==> config.mk <==
export PLATFORM = sky130hd
export DESIGN_NAME = ctrl_pipeline
export DESIGN_NICKNAME = d
export VERILOG_FILES = /design/src/rtl/ctrl_defs.sv /design/src/rtl/hazard_fwd_unit.sv /design/src/rtl/ctrl_pipeline.sv
export SDC_FILE = /design/constraint.sdc
export NUM_CORES = 1
export LEC_CHECK = 0
export CORE_UTILIZATION = 30
export DETAILED_ROUTE_END_ITERATION = 10
export GPL_TIMING_DRIVEN = 0
export PLACE_DENSITY = 0.58
export SKIP_CTS_REPAIR_TIMING = 1
export SLEW_MARGIN = 20
export SYNTH_ARGS = -nofsm -noshare
export SYNTH_HDL_FRONTEND = slang
export SYNTH_SLANG_ARGS = --single-unit
==> constraint.sdc <==
create_clock -name clk -period 3.2 [get_ports clk]
set_input_delay 0.48 -clock clk [delete_from_list [all_inputs] [get_ports clk]]
set_output_delay 0.48 -clock clk [all_outputs]
set_load 0.02 [all_outputs]
==> src/rtl/ctrl_defs.sv <==
// Shared definitions for the control pipeline: control-bundle bit positions,
// forwarding-select encodings, default widths and the narrowing helpers that
// produce the later-stage control views.
package ctrl_defs;

  localparam int REG_AW    = 5;
  localparam int ALUCTRL_W = 4;
  localparam int CTRL_W    = ALUCTRL_W + 6;

  // id_ctrl = {RegWrite, ALUSrc, MemWrite, MemToReg, Branch, MemRead, ALUControl}
  localparam int CB_REGWRITE = ALUCTRL_W + 5;
  localparam int CB_ALUSRC   = ALUCTRL_W + 4;
  localparam int CB_MEMWRITE = ALUCTRL_W + 3;
  localparam int CB_MEMTOREG = ALUCTRL_W + 2;
  localparam int CB_BRANCH   = ALUCTRL_W + 1;
  localparam int CB_MEMREAD  = ALUCTRL_W;
  localparam int CB_ALU_LSB  = 0;

  localparam logic [1:0] FWD_RF    = 2'b00;
  localparam logic [1:0] FWD_EXMEM = 2'b10;
  localparam logic [1:0] FWD_MEMWB = 2'b01;

  // EX/MEM keeps only what memory access and write-back still need.
  function automatic logic [3:0] mem_view(input logic [CTRL_W-1:0] c);
    return {c[CB_REGWRITE], c[CB_MEMWRITE], c[CB_MEMTOREG], c[CB_MEMREAD]};
  endfunction

  // MEM/WB keeps only the write-back controls.
  function automatic logic [1:0] wb_view(input logic [3:0] m);
    return {m[3], m[1]};
  endfunction

endpackage

==> src/rtl/hazard_fwd_unit.sv <==
// Purely combinational hazard detection: load-use stall, branch flush of
// IF/ID and the EX operand forwarding selects.
module hazard_fwd_unit
  import ctrl_defs::*;
#(
  parameter int AW = 5
) (
  input  logic          ex_valid_i,
  input  logic          ex_memread_i,
  input  logic [AW-1:0] ex_rd_i,
  input  logic [AW-1:0] ex_rs1_i,
  input  logic [AW-1:0] ex_rs2_i,
  input  logic          id_valid_i,
  input  logic [AW-1:0] id_rs1_i,
  input  logic [AW-1:0] id_rs2_i,
  input  logic          id_uses_rs2_i,
  input  logic          ex_br_taken_i,
  input  logic          mem_valid_i,
  input  logic          mem_regwrite_i,
  input  logic [AW-1:0] mem_rd_i,
  input  logic          wb_valid_i,
  input  logic          wb_regwrite_i,
  input  logic [AW-1:0] wb_rd_i,
  output logic          load_use_o,
  output logic          stall_o,
  output logic          flush_ifid_o,
  output logic [1:0]    fwd_a_o,
  output logic [1:0]    fwd_b_o
);

  logic mem_fwd_ok;
  logic wb_fwd_ok;

  // Load-use detection; a taken branch squashes the dependent instruction,
  // so the flush takes priority over the stall.
  always_comb begin
    load_use_o   = ex_valid_i && ex_memread_i && (ex_rd_i != '0) && id_valid_i &&
                   ((ex_rd_i == id_rs1_i) || (id_uses_rs2_i && (ex_rd_i == id_rs2_i)));
    stall_o      = load_use_o && !ex_br_taken_i;
    flush_ifid_o = ex_br_taken_i;
  end

  // Forwarding selects; the younger EX/MEM result beats MEM/WB, x0 never forwards.
  always_comb begin
    mem_fwd_ok = mem_valid_i && mem_regwrite_i && (mem_rd_i != '0);
    wb_fwd_ok  = wb_valid_i && wb_regwrite_i && (wb_rd_i != '0);

    fwd_a_o = FWD_RF;
    if (mem_fwd_ok && (mem_rd_i == ex_rs1_i))     fwd_a_o = FWD_EXMEM;
    else if (wb_fwd_ok && (wb_rd_i == ex_rs1_i))  fwd_a_o = FWD_MEMWB;

    fwd_b_o = FWD_RF;
    if (mem_fwd_ok && (mem_rd_i == ex_rs2_i))     fwd_b_o = FWD_EXMEM;
    else if (wb_fwd_ok && (wb_rd_i == ex_rs2_i))  fwd_b_o = FWD_MEMWB;
  end

endmodule

==> src/rtl/ctrl_pipeline.sv <==
// Carries the ID-stage control bundle and register indices through the
// ID/EX, EX/MEM and MEM/WB registers and reports hazard status back to the
// front end. A bubble is valid=0 with every ctrl, rd and rs field zero.
module ctrl_pipeline
  import ctrl_defs::*;
#(
  parameter int REG_AW    = 5,
  parameter int ALUCTRL_W = 4
) (
  input  logic                   clk,
  input  logic                   rst,
  input  logic                   id_valid,
  input  logic [ALUCTRL_W+5:0]   id_ctrl,
  input  logic [REG_AW-1:0]      id_rs1,
  input  logic [REG_AW-1:0]      id_rs2,
  input  logic                   id_uses_rs2,
  input  logic [REG_AW-1:0]      id_rd,
  input  logic                   ex_br_taken,
  output logic                   stall,
  output logic                   flush_ifid,
  output logic                   ex_valid,
  output logic [ALUCTRL_W+5:0]   ex_ctrl,
  output logic [REG_AW-1:0]      ex_rd,
  output logic                   mem_valid,
  output logic [3:0]             mem_ctrl,
  output logic [REG_AW-1:0]      mem_rd,
  output logic                   wb_valid,
  output logic [1:0]             wb_ctrl,
  output logic [REG_AW-1:0]      wb_rd,
  output logic [1:0]             fwd_a,
  output logic [1:0]             fwd_b
);

  localparam int CW = ALUCTRL_W + 6;

  logic              ex_valid_q,  ex_valid_d;
  logic [CW-1:0]     ex_ctrl_q,   ex_ctrl_d;
  logic [REG_AW-1:0] ex_rd_q,     ex_rd_d;
  logic [REG_AW-1:0] ex_rs1_q,    ex_rs1_d;
  logic [REG_AW-1:0] ex_rs2_q,    ex_rs2_d;
  logic              mem_valid_q, mem_valid_d;
  logic [3:0]        mem_ctrl_q,  mem_ctrl_d;
  logic [REG_AW-1:0] mem_rd_q,    mem_rd_d;
  logic              wb_valid_q,  wb_valid_d;
  logic [1:0]        wb_ctrl_q,   wb_ctrl_d;
  logic [REG_AW-1:0] wb_rd_q,     wb_rd_d;

  logic              load_use;

  hazard_fwd_unit #(
    .AW(REG_AW)
  ) u_hazard (
    .ex_valid_i     (ex_valid_q),
    .ex_memread_i   (ex_ctrl_q[ALUCTRL_W]),
    .ex_rd_i        (ex_rd_q),
    .ex_rs1_i       (ex_rs1_q),
    .ex_rs2_i       (ex_rs2_q),
    .id_valid_i     (id_valid),
    .id_rs1_i       (id_rs1),
    .id_rs2_i       (id_rs2),
    .id_uses_rs2_i  (id_uses_rs2),
    .ex_br_taken_i  (ex_br_taken),
    .mem_valid_i    (mem_valid_q),
    .mem_regwrite_i (mem_ctrl_q[3]),
    .mem_rd_i       (mem_rd_q),
    .wb_valid_i     (wb_valid_q),
    .wb_regwrite_i  (wb_ctrl_q[1]),
    .wb_rd_i        (wb_rd_q),
    .load_use_o     (load_use),
    .stall_o        (stall),
    .flush_ifid_o   (flush_ifid),
    .fwd_a_o        (fwd_a),
    .fwd_b_o        (fwd_b)
  );

  // Next-state for all three stages: ID/EX takes a bubble on stall, flush or
  // an empty ID slot; EX/MEM and MEM/WB advance every cycle.
  always_comb begin
    ex_valid_d = 1'b0;
    ex_ctrl_d  = '0;
    ex_rd_d    = '0;
    ex_rs1_d   = '0;
    ex_rs2_d   = '0;
    if (id_valid && !load_use && !ex_br_taken) begin
      ex_valid_d = 1'b1;
      ex_ctrl_d  = id_ctrl;
      ex_rd_d    = id_rd;
      ex_rs1_d   = id_rs1;
      ex_rs2_d   = id_rs2;
    end

    mem_valid_d = ex_valid_q;
    mem_ctrl_d  = ex_valid_q ? mem_view(ex_ctrl_q) : 4'b0000;
    mem_rd_d    = ex_rd_q;

    wb_valid_d  = mem_valid_q;
    wb_ctrl_d   = mem_valid_q ? wb_view(mem_ctrl_q) : 2'b00;
    wb_rd_d     = mem_rd_q;
  end

  // Stage registers with synchronous reset to an empty pipe.
  always_ff @(posedge clk) begin
    if (rst) begin
      ex_valid_q  <= 1'b0;
      ex_ctrl_q   <= '0;
      ex_rd_q     <= '0;
      ex_rs1_q    <= '0;
      ex_rs2_q    <= '0;
      mem_valid_q <= 1'b0;
      mem_ctrl_q  <= '0;
      mem_rd_q    <= '0;
      wb_valid_q  <= 1'b0;
      wb_ctrl_q   <= '0;
      wb_rd_q     <= '0;
    end else begin
      ex_valid_q  <= ex_valid_d;
      ex_ctrl_q   <= ex_ctrl_d;
      ex_rd_q     <= ex_rd_d;
      ex_rs1_q    <= ex_rs1_d;
      ex_rs2_q    <= ex_rs2_d;
      mem_valid_q <= mem_valid_d;
      mem_ctrl_q  <= mem_ctrl_d;
      mem_rd_q    <= mem_rd_d;
      wb_valid_q  <= wb_valid_d;
      wb_ctrl_q   <= wb_ctrl_d;
      wb_rd_q     <= wb_rd_d;
    end
  end

  assign ex_valid  = ex_valid_q;
  assign ex_ctrl   = ex_ctrl_q;
  assign ex_rd     = ex_rd_q;
  assign mem_valid = mem_valid_q;
  assign mem_ctrl  = mem_ctrl_q;
  assign mem_rd    = mem_rd_q;
  assign wb_valid  = wb_valid_q;
  assign wb_ctrl   = wb_ctrl_q;
  assign wb_rd     = wb_rd_q;

endmodule

### Word level (Yosys, flattened, before mapping)

Index checks and enable logic that the tools add are counted.

* flip-flop bits (word level): 44
* bits in latches: 0
* memory bits (writable): 0
* ROM bits: 0
* bits of input ports: 30
* output and inout port bits: 40
* memories kept: 0

* add/subtract/negate cells: 0
* multipliers: 0
* divide/modulo/power cells: 0
* magnitude comparators: 0
* equality and inequality tests: 6
* shifts and indexed selects: 0
* multiplexer cells: 5
* bitwise operators: 3
* reductions and logical operators: 25

Operator list (count)
* == test 5 bit: 6
* logical AND 1 bit: 16
* nonzero test 5 bit: 3
* OR reduction 2 bit: 3
* 2-to-1 mux 2 bit: 2
* 2-to-1 mux 1 bit: 3
* inverter 1 bit: 3
* logical NOT 1 bit: 2
* logical OR 1 bit: 1

### Logic depth before layout (Yosys ltp)

Gate-level depths: netlist (run 1).

* depth after elaboration: 9
* gate-level depth with buffers: 5
* mapped depth without buffers: 4

### Hierarchy

Synthesis (run 1) repeated with hierarchy kept, for this count alone.

* cell total of the unflattened synthesis: 144
* area, all modules: 1647.8 um^2

By module, submodules not included
* ctrl_pipeline: times used 1, cells each 91, area an instance 1223.7 um^2, sequential area each 880.8 um^2
* hazard_fwd_unit: times used 1, cells each 53, area an instance 424.2 um^2, sequential area each 0.0 um^2

### Least setup slack after synthesis (run 1)

OpenSTA, ideal clock, no wires.

* path type: reg-to-output
* start point: register mem_rd_q[4] (netlist: mem_rd[4])
* end point: output fwd_a[0]
* arrival time: 1.837 ns
* required time: 2.720 ns
* slack: 0.883 ns
* stages on the path, launching flop included: 5
* buffers on the path: 0
* cell sequence: dfxtp_1 -> or4_1 -> o211ai_2 -> nor4_1 -> nor4_2

* word-level cells in the longest chain between the ends: 4
* elaborated cells on any way between the ends: 5
* those cells by class: eq/ne (1); mux (1); reduce/logical (3)

Ends and longest elaborated chain
* from (decl): line ctrl_pipeline.sv:43 `logic [REG_AW-1:0] mem_rd_q, mem_rd_d;`
* from (signal assigned): line ctrl_pipeline.sv:123 `mem_rd_q <= mem_rd_d;`
* nonzero test 5 bit: line hazard_fwd_unit.sv:45 `mem_fwd_ok = mem_valid_i && mem_regwrite_i && (mem_rd_i != '0);`
* logical AND 1 bit: line hazard_fwd_unit.sv:45
* logical AND 1 bit *: line hazard_fwd_unit.sv:49 `if (mem_fwd_ok && (mem_rd_i == ex_rs1_i)) fwd_a_o = FWD_EXMEM;`
* 2-to-1 mux 2 bit *: line hazard_fwd_unit.sv:49
* to (decl): line ctrl_pipeline.sv:30 `output logic [1:0] fwd_a,`

Mark *: on every way between the ends. The rest lies on a longest branch, timed or not.

### Worst setup path in the final report (run 1)

* start point: input id_rs1[4]
* end point: output stall

* word-level cells in the longest chain between the ends: 4

Ends and longest elaborated chain
* from (decl): line ctrl_pipeline.sv:14 `input logic [REG_AW-1:0] id_rs1,`
* == test 5 bit: line hazard_fwd_unit.sv:38 `((ex_rd_i == id_rs1_i) || (id_uses_rs2_i && (ex_rd_i == id_rs2_i)));`
* logical OR 1 bit: line hazard_fwd_unit.sv:38
* logical AND 1 bit: line hazard_fwd_unit.sv:37 `load_use_o = ex_valid_i && ex_memread_i && (ex_rd_i != '0) && id_valid_i &&`
* logical AND 1 bit: line hazard_fwd_unit.sv:39 `stall_o = load_use_o && !ex_br_taken_i;`
* to (decl): line ctrl_pipeline.sv:19 `output logic stall,`

No other way between the ends.

==> results of run 1 <==
-- state kept, by name (all words and copies together) (netlist names) --
| signal | cells |
|---|---|
| wb_valid | 1 |
| ex_ctrl | 10 |
| mem_ctrl | 4 |
| ex_rs1_q | 5 |
| ex_rd | 5 |
| ex_valid | 1 |
| mem_valid | 1 |
| wb_ctrl | 2 |
| ex_rs2_q | 5 |
| wb_rd | 5 |
| mem_rd | 5 |
-- Yosys cell counts --
library cell	n
dfxtp_1	44
a211oi_1	25
inv_1	25
xnor2_1	16
xor2_1	14
nor2b_1	12
and2_1	6
buf_2	5
buf_4	4
nand3_1	4
or4_1	4
clkbuf_1	3
a21oi_1	2
nand2_1	2
nor4_1	2
nor4_2	2
and3b_1	1
nand4_1	1
nor2_1	1
nor3_1	1
o211ai_1	1
o211ai_2	1
o22ai_2	1
or3b_2	1
-- final timing paths --
| kind | slack (ns) | cells past startpoint | endpoint |
|---|---|---|---|
| setup / recovery | 0.29 | 6 | stall |
| hold / removal | 0.46 | 1 | mem_ctrl[3]$_SDFF_PP0_ |
| setup reg to reg | 1.57 | 4 | ex_rs1_q[4]$_SDFF_PP0_ |
| hold reg to reg | 0.46 | 1 | mem_ctrl[3]$_SDFF_PP0_ |
-- stage by stage --
stage          setup WS [ns]  power, mW
6_report               0.286       1.13
5_1_grt                0.143       1.18
4_1_cts                0.271       1.14
3_5_place_dp           0.268      0.699
3_3_place_gp           0.297      0.699
2_1_floorplan          0.883      0.633
-- worst register-to-register path, delay by kind of cell, from the launching register on --
kind | cells | cell delay (ns)
AO/OA/AOI/OAI | 2 | 0.63
buffers and inverters | 1 | 0.33
flip-flops | 1 | 0.47
AND/OR/NAND/NOR | 1 | 0.08
-- layout make-up --
class / count / area [um2] / share of cell area
tap: 72 / 90.1 / 0.0337
buffer: 12 / 66.3 / 0.0248
sequential: 44 / 881 / 0.329
clock inverter: 2 / 38.8 / 0.0145
timing repair buffer: 69 / 691 / 0.258
inverter: 25 / 93.8 / 0.0351
clock buffer: 6 / 82.6 / 0.0309
multi-input combinational: 97 / 733 / 0.274
-- metal layers --
metal	vias to the layer above	routed length, um
li1	734	-
met1	611	1850
met2	45	1810
met3	6	235
met4	0	57
met5	-	0
-- power groups by stage --
stage | logic (mW) | registers, mW | clock network (mW)
2_1_floorplan | 0.0442 | 0.589 | 0
3_3_place_gp | 0.116 | 0.582 | 0
3_5_place_dp | 0.117 | 0.583 | 0
4_1_cts | 0.117 | 0.570 | 0.454
5_1_grt | 0.127 | 0.571 | 0.478
6_report | 0.115 | 0.569 | 0.441
-- kinds of logic after synthesis --
| kind of cell | Yosys count |
|---|---|
| DFF | 44 |
| xor gates and xnor gates | 30 |
| buffers and inverters | 37 |
| AOI/OAI and AO/OA | 30 |
| and+or+nand+nor | 37 |
==> flow_summary.json, run 1 <==
{
  "cp_slowest_stage_delay_ns": 0.63,
  "clk_pin_slew_worst_paths_ns": 0.08,
  "fin_tns_setup_ns": 0,
  "hold_viol": 0,
  "wl_mm": 3.95,
  "rsz0062_at_grt": "false",
  "syn-num-nets": 208,
  "clock-root-buffer": "clkbuf_8",
  "dpl.hpwl_mm": 3.11,
  "cp_max_fo": 9,
  "crit_slowest_cell": "clkdlybuf4s50_1",
  "comb_power_share": 0.103,
  "cp.required_ns": 2.72,
  "critPathKind": "input port to output port",
  "peakVddDrop_v": 0.000227,
  "synth-simple-area-share": 0.135,
  "ys_seq_elements": 44,
  "cp.arrival_ns": 2.43,
  "synth_area_leader_cell": "dfxtp_1",
  "synth-seq-area-share": 0.496,
  "top_usage_layer": "met2",
  "r2r-start": "ex_rd[2]$_SDFF_PP0_",
  "cp_num_buf_inv": 2,
  "grtUsageTotal": 0.139,
  "grt_pass1_vias": 1418,
  "crit_top_cell": "clkdlybuf4s50_1",
  "cts_tree": "done",
  "synthAdderAreaFrac": 0,
  "max_slew_margin": 0.600,
  "power.share.clock": 0.392,
  "synth.mux.area_fraction": 0,
  "syn_inst": 178,
  "clkSinkCount": 44,
  "min_period_over_period": 0.911,
  "synth_top_family_by_area": "XOR/XNOR gates",
  "cap_violations": 0,
  "final_util": 0.477,
  "p_int_mw": 0.882,
  "yosysWarnings": 0,
  "finClkSkew_ns": 0.00403,
  "vias_per_cell": 4.27,
  "area_delta_synth_final_pct": 50.8,
  "synth_compound_area_frac": 0.130,
  "final_nets": 284,
  "fillers": 582,
  "final_area_um2": 2680,
  "dr.pass1.iters": 2,
  "num_vias": 1396,
  "p_leak_nw": 1.12,
  "antenna_left": 0,
  "status": "finished, final reports clean",
  "drive_above_1_share": 0.0863,
  "io_pins": 70,
  "final_cells": 327,
  "htreeDepth": 2,
  "grt_pass1_wl_mm": 6.56,
  "worst_pin_slew_ns": 0.600,
  "fp.dieW_um": 78.9,
  "setup_violations": 0,
  "gp_congestion": 0.725,
  "hold_class": "flip-flop to flip-flop",
  "switching_share": 0.217,
  "startpoint": "id_rs1[4]",
  "synth_top_area_share": 0.496,
  "cts_buffer_depth": 2,
  "initial_utilization": 0.316,
  "portBuffers": 69,
  "grtUsageMet3": 0.0425,
  "slew_violations": 0,
  "layout_common_cells": "clkdlybuf4s50_1, dfxtp_1, inv_1, a211oi_1, xnor2_1",
  "routedWlPerCell_um": 12.1,
  "netlist_area_um2": 1770,
  "grtUsageMet2": 0.220,
  "die_h_um": 78.9,
  "synth_area_leaders": "dfxtp_1, a211oi_1, xnor2_1, xor2_1, inv_1",
  "drc_errors": 0,
  "fmax_mhz": 343,
  "antenna_cells": 0,
  "synth.avg_cell_area_um2": 9.97,
  "fin_crit_ns": 2.91,
  "met1_usage": 0.175,
  "grt_max_degree": 15,
  "power.share.sequential": 0.506,
  "overflow": 0,
  "numPlacedInstances": 319,
  "cts_made_buffers": 5,
  "hold_start": "ex_ctrl[9]$_SDFF_PP0_",
  "clk_latency_ns": 0.29,
  "drtIter0Drc": 30,
  "worstSetupEndpointType": "output port",
  "whs_ns": 0.463,
  "cp-start-kind": "input port",
  "synth_xor_xnor_area_share": 0.148,
  "pwr_density_cell_nw_per_um2": 421,
  "row_count": 27,
  "ys_types": 24,
  "core_um2": 5610,
  "die_area_um2": 6230,
  "layout_commonest_cell": "clkdlybuf4s50_1",
  "p_switching_mw": 0.244,
  "cp_top_family": "buffers and inverters",
  "placed_area_um2": 2550,
  "antenna_found_initial": 0,
  "crit_chain": "clkdlybuf4s50_1 > xnor2_1 > nand3_1 > o22ai_2 > and3b_1 > clkdlybuf4s50_1"
}
Note: power is estimated with default switching activity, not from simulation.
==> run 2: changes to the inputs <==
--- a/config.mk
+++ b/config.mk
@@ -5,12 +5,13 @@
 export SDC_FILE = /design/constraint.sdc
 export NUM_CORES = 1
 export LEC_CHECK = 0
-export CORE_UTILIZATION = 30
+export CORE_UTILIZATION = 45
 export DETAILED_ROUTE_END_ITERATION = 10
 export GPL_TIMING_DRIVEN = 0
-export PLACE_DENSITY = 0.58
+export PLACE_DENSITY = 0.83
 export SKIP_CTS_REPAIR_TIMING = 1
 export SLEW_MARGIN = 20
 export SYNTH_ARGS = -nofsm -noshare
 export SYNTH_HDL_FRONTEND = slang
+export SYNTH_HIERARCHICAL = 1
 export SYNTH_SLANG_ARGS = --single-unit
==> run 2 against run 1 <==
  * Area after synthesis is 7.1% lower
  * Combinational power shrank 7%
  * Clock skew up 0.0035 ns
  * Critical path depth decreased by 1
  * Sequential cell count unchanged
  * Synthesized cell count down 19%
  * Register-to-register slack worse by 0.48 ns
  * Sequential share of layout area up 2.7 points
  * Global-route usage up 5.3 points
  * Clock power down 25%
  * Final area is 7.6% lower
  * Sequential power about the same
  * Critical path type is now flip-flop to output port
==> flow_summary.json, run 2 <==
{
  "io_pins": 70,
  "rsz0062_at_grt": "false",
  "pwr_density_cell_nw_per_um2": 408,
  "antenna_left": 0,
  "cap_violations": 0,
  "syn-num-nets": 174,
  "gp_congestion": 0.884,
  "die_h_um": 62.5,
  "final_cells": 267,
  "min_period_over_period": 0.940,
  "cts_made_buffers": 5,
  "antenna_found_initial": 0,
  "status": "finished, final reports clean",
  "clk_pin_slew_worst_paths_ns": 0.12,
  "crit_slowest_cell": "clkdlybuf4s50_1",
  "worst_pin_slew_ns": 0.460,
  "ys_seq_elements": 44,
  "grt_max_degree": 14,
  "worstSetupEndpointType": "output port",
  "largest_reg_flops": 10,
  "synth_top_area_share": 0.535,
  "ys_types": 22,
  "dpl.hpwl_mm": 2.76,
  "layout_commonest_cell": "clkdlybuf4s50_1",
  "synth_compound_area_frac": 0.0266,
  "fin_crit_ns": 3.01,
  "synth_top_family_by_area": "simple AND/OR/NAND/NOR gates",
  "synth.mux.area_fraction": 0,
  "fmax_mhz": 333,
  "antenna_cells": 0,
  "synth.most_common_cell": "dfxtp_1",
  "grtUsageTotal": 0.192,
  "async_flop_share": 0,
  "hold_viol": 0,
  "hold_class": "flip-flop to flip-flop",
  "grt_pass1_wl_mm": 5.71,
  "p_switching_mw": 0.219,
  "htreeDepth": 2,
  "dr.pass1.iters": 4,
  "grt_pass1_vias": 1254,
  "synth-seq-area-share": 0.535,
  "yosysWarnings": 6,
  "seq_area_um2": 881,
  "die_area_um2": 3910,
  "comb_power_share": 0.107,
  "cts_tree": "done",
  "multi_input_area_um2": 733,
  "final_nets": 250,
  "cp_max_fo": 5,
  "synthAdderAreaFrac": 0,
  "finClkSkew_ns": 0.00752,
  "vias_per_cell": 4.65,
  "clock-root-buffer": "clkbuf_4",
  "wl_mm": 3.46,
  "power.share.sequential": 0.565,
  "synth_area_leaders": "dfxtp_1, xor2_1, and2_2, and2_1, nor2b_1",
  "synth_area_leader_cell": "dfxtp_1",
  "synth-simple-area-share": 0.259,
  "fp.dieW_um": 62.5,
  "portBuffers": 69,
  "max_slew_margin": 0.690,
  "critPathKind": "flip-flop to output port",
  "cp.required_ns": 2.72,
  "layout_common_cells": "clkdlybuf4s50_1, dfxtp_1, xor2_1, and2_1, and2_2",
  "p_int_mw": 0.790,
  "slew_violations": 0,
  "row_count": 21,
  "drive_above_1_share": 0.140,
  "drtIter0Drc": 18,
  "synthTopCellsByCount": "dfxtp_1, xor2_1, and2_1",
  "crit_chain": "or4_1 > o211ai_2 > nor4_1 > nor4_2 > clkdlybuf4s50_1",
  "num_vias": 1241,
  "cts_buffer_depth": 2,
  "synthFlopType": "dfxtp_1",
  "fin_tns_setup_ns": 0,
  "initial_utilization": 0.482,
  "switching_share": 0.217,
  "numPlacedInstances": 259,
  "synth-edff-count": 0,
  "area_delta_synth_final_pct": 50.0,
  "clk_latency_ns": 0.35,
  "synth_xor_xnor_area_share": 0.159,
  "cp.arrival_ns": 2.53,
  "cp-start-kind": "flip-flop",
  "peakVddDrop_v": 0.000270,
  "overflow": 0,
  "power.share.clock": 0.329,
  "cp_slowest_stage_delay_ns": 0.64,
  "drc_errors": 0,
  "core_um2": 3420,
  "setup_violations": 0,
  "synth.avg_cell_area_um2": 11.4,
  "fillers": 244,
  "netlist_area_um2": 1650,
  "p_leak_nw": 1.05,
  "routedWlPerCell_um": 13.0,
  "syn_inst": 144,
  "clkSinkCount": 44,
  "total_power_mw": 1.01
}
run 2: cell types whose count changed after synthesis, sizes merged, moves of 3 or more:
cell,delta
a211oi,-25
and2,+25
buf,-6
inv,-25
nor3,+3
xnor2,-9
xor2,+9
run 2: area by class of cell:
type	instances	area share
repair buffers	69	0.279
flip-flops and latches	44	0.356
clock buffers	6	0.0167
multi-input cells	96	0.297
well taps	46	0.0233
plain buffers	4	0.0137
clock inverters	2	0.0142
run 2: kinds of logic (layout without fill, tap and decap cells):
group | after synthesis | after routing
AND/OR/NAND/NOR | 61 | 61
flip-flops | 44 | 44
buffers and inverters | 4 | 81
XOR/XNOR | 30 | 30
AO/OA/AOI/OAI | 5 | 5
run 2: routing by layer:
metal  GRT usage  part of all wire  up-vias
met4       0.113             0.020        0
li1            -                 -      623
met2       0.321              0.47       57
met5           0                 0        -
met1       0.210              0.43      553
met3      0.0639             0.082        8
run 2: critical path: cells and delay by family (launching register included):
kind / cells / cell delay (ns)
compound gates: 1 / 0.21
buf+inv: 1 / 0.64
flops: 1 / 0.38
simple gates: 3 / 0.95
run 2: per-stage QoR:
step	hold slack (ns)	utilization	setup WS (ns)	cell area [um2]
3_3_place_gp	0.439	0.701	0.203	2400
4_1_cts	0.467	0.724	0.174	2470
5_1_grt	0.481	0.724	0.0215	2470
2_1_floorplan	0.553	-	0.884	1650
3_5_place_dp	0.445	0.701	0.196	2400
6_report	0.460	0.724	0.193	2470
run 2: power groups by stage:
stage	registers [mW]	logic [mW]	clock network (mW)
after floorplan	0.590	0.0354	0
after global placement	0.581	0.105	0
after detailed placement	0.582	0.108	0
after CTS	0.570	0.108	0.338
after global routing	0.571	0.116	0.363
final	0.570	0.107	0.332
run 2: path summary, 6_finish.rpt:
| kind | from | endpoint | slack, ns | cells after the start |
|---|---|---|---|---|
| worst min-delay path | ex_ctrl[9]$_SDFF_PP0_ | mem_ctrl[3]$_SDFF_PP0_ | 0.46 | 1 |
| worst min register to register | ex_ctrl[9]$_SDFF_PP0_ | mem_ctrl[3]$_SDFF_PP0_ | 0.46 | 1 |
| worst max-delay path | mem_rd[1]$_SDFF_PP0_ | fwd_a[0] | 0.19 | 5 |
| worst max register to register | ex_rd[3]$_SDFF_PP0_ | ex_rs2_q[0]$_SDFF_PP0_ | 1.09 | 6 |
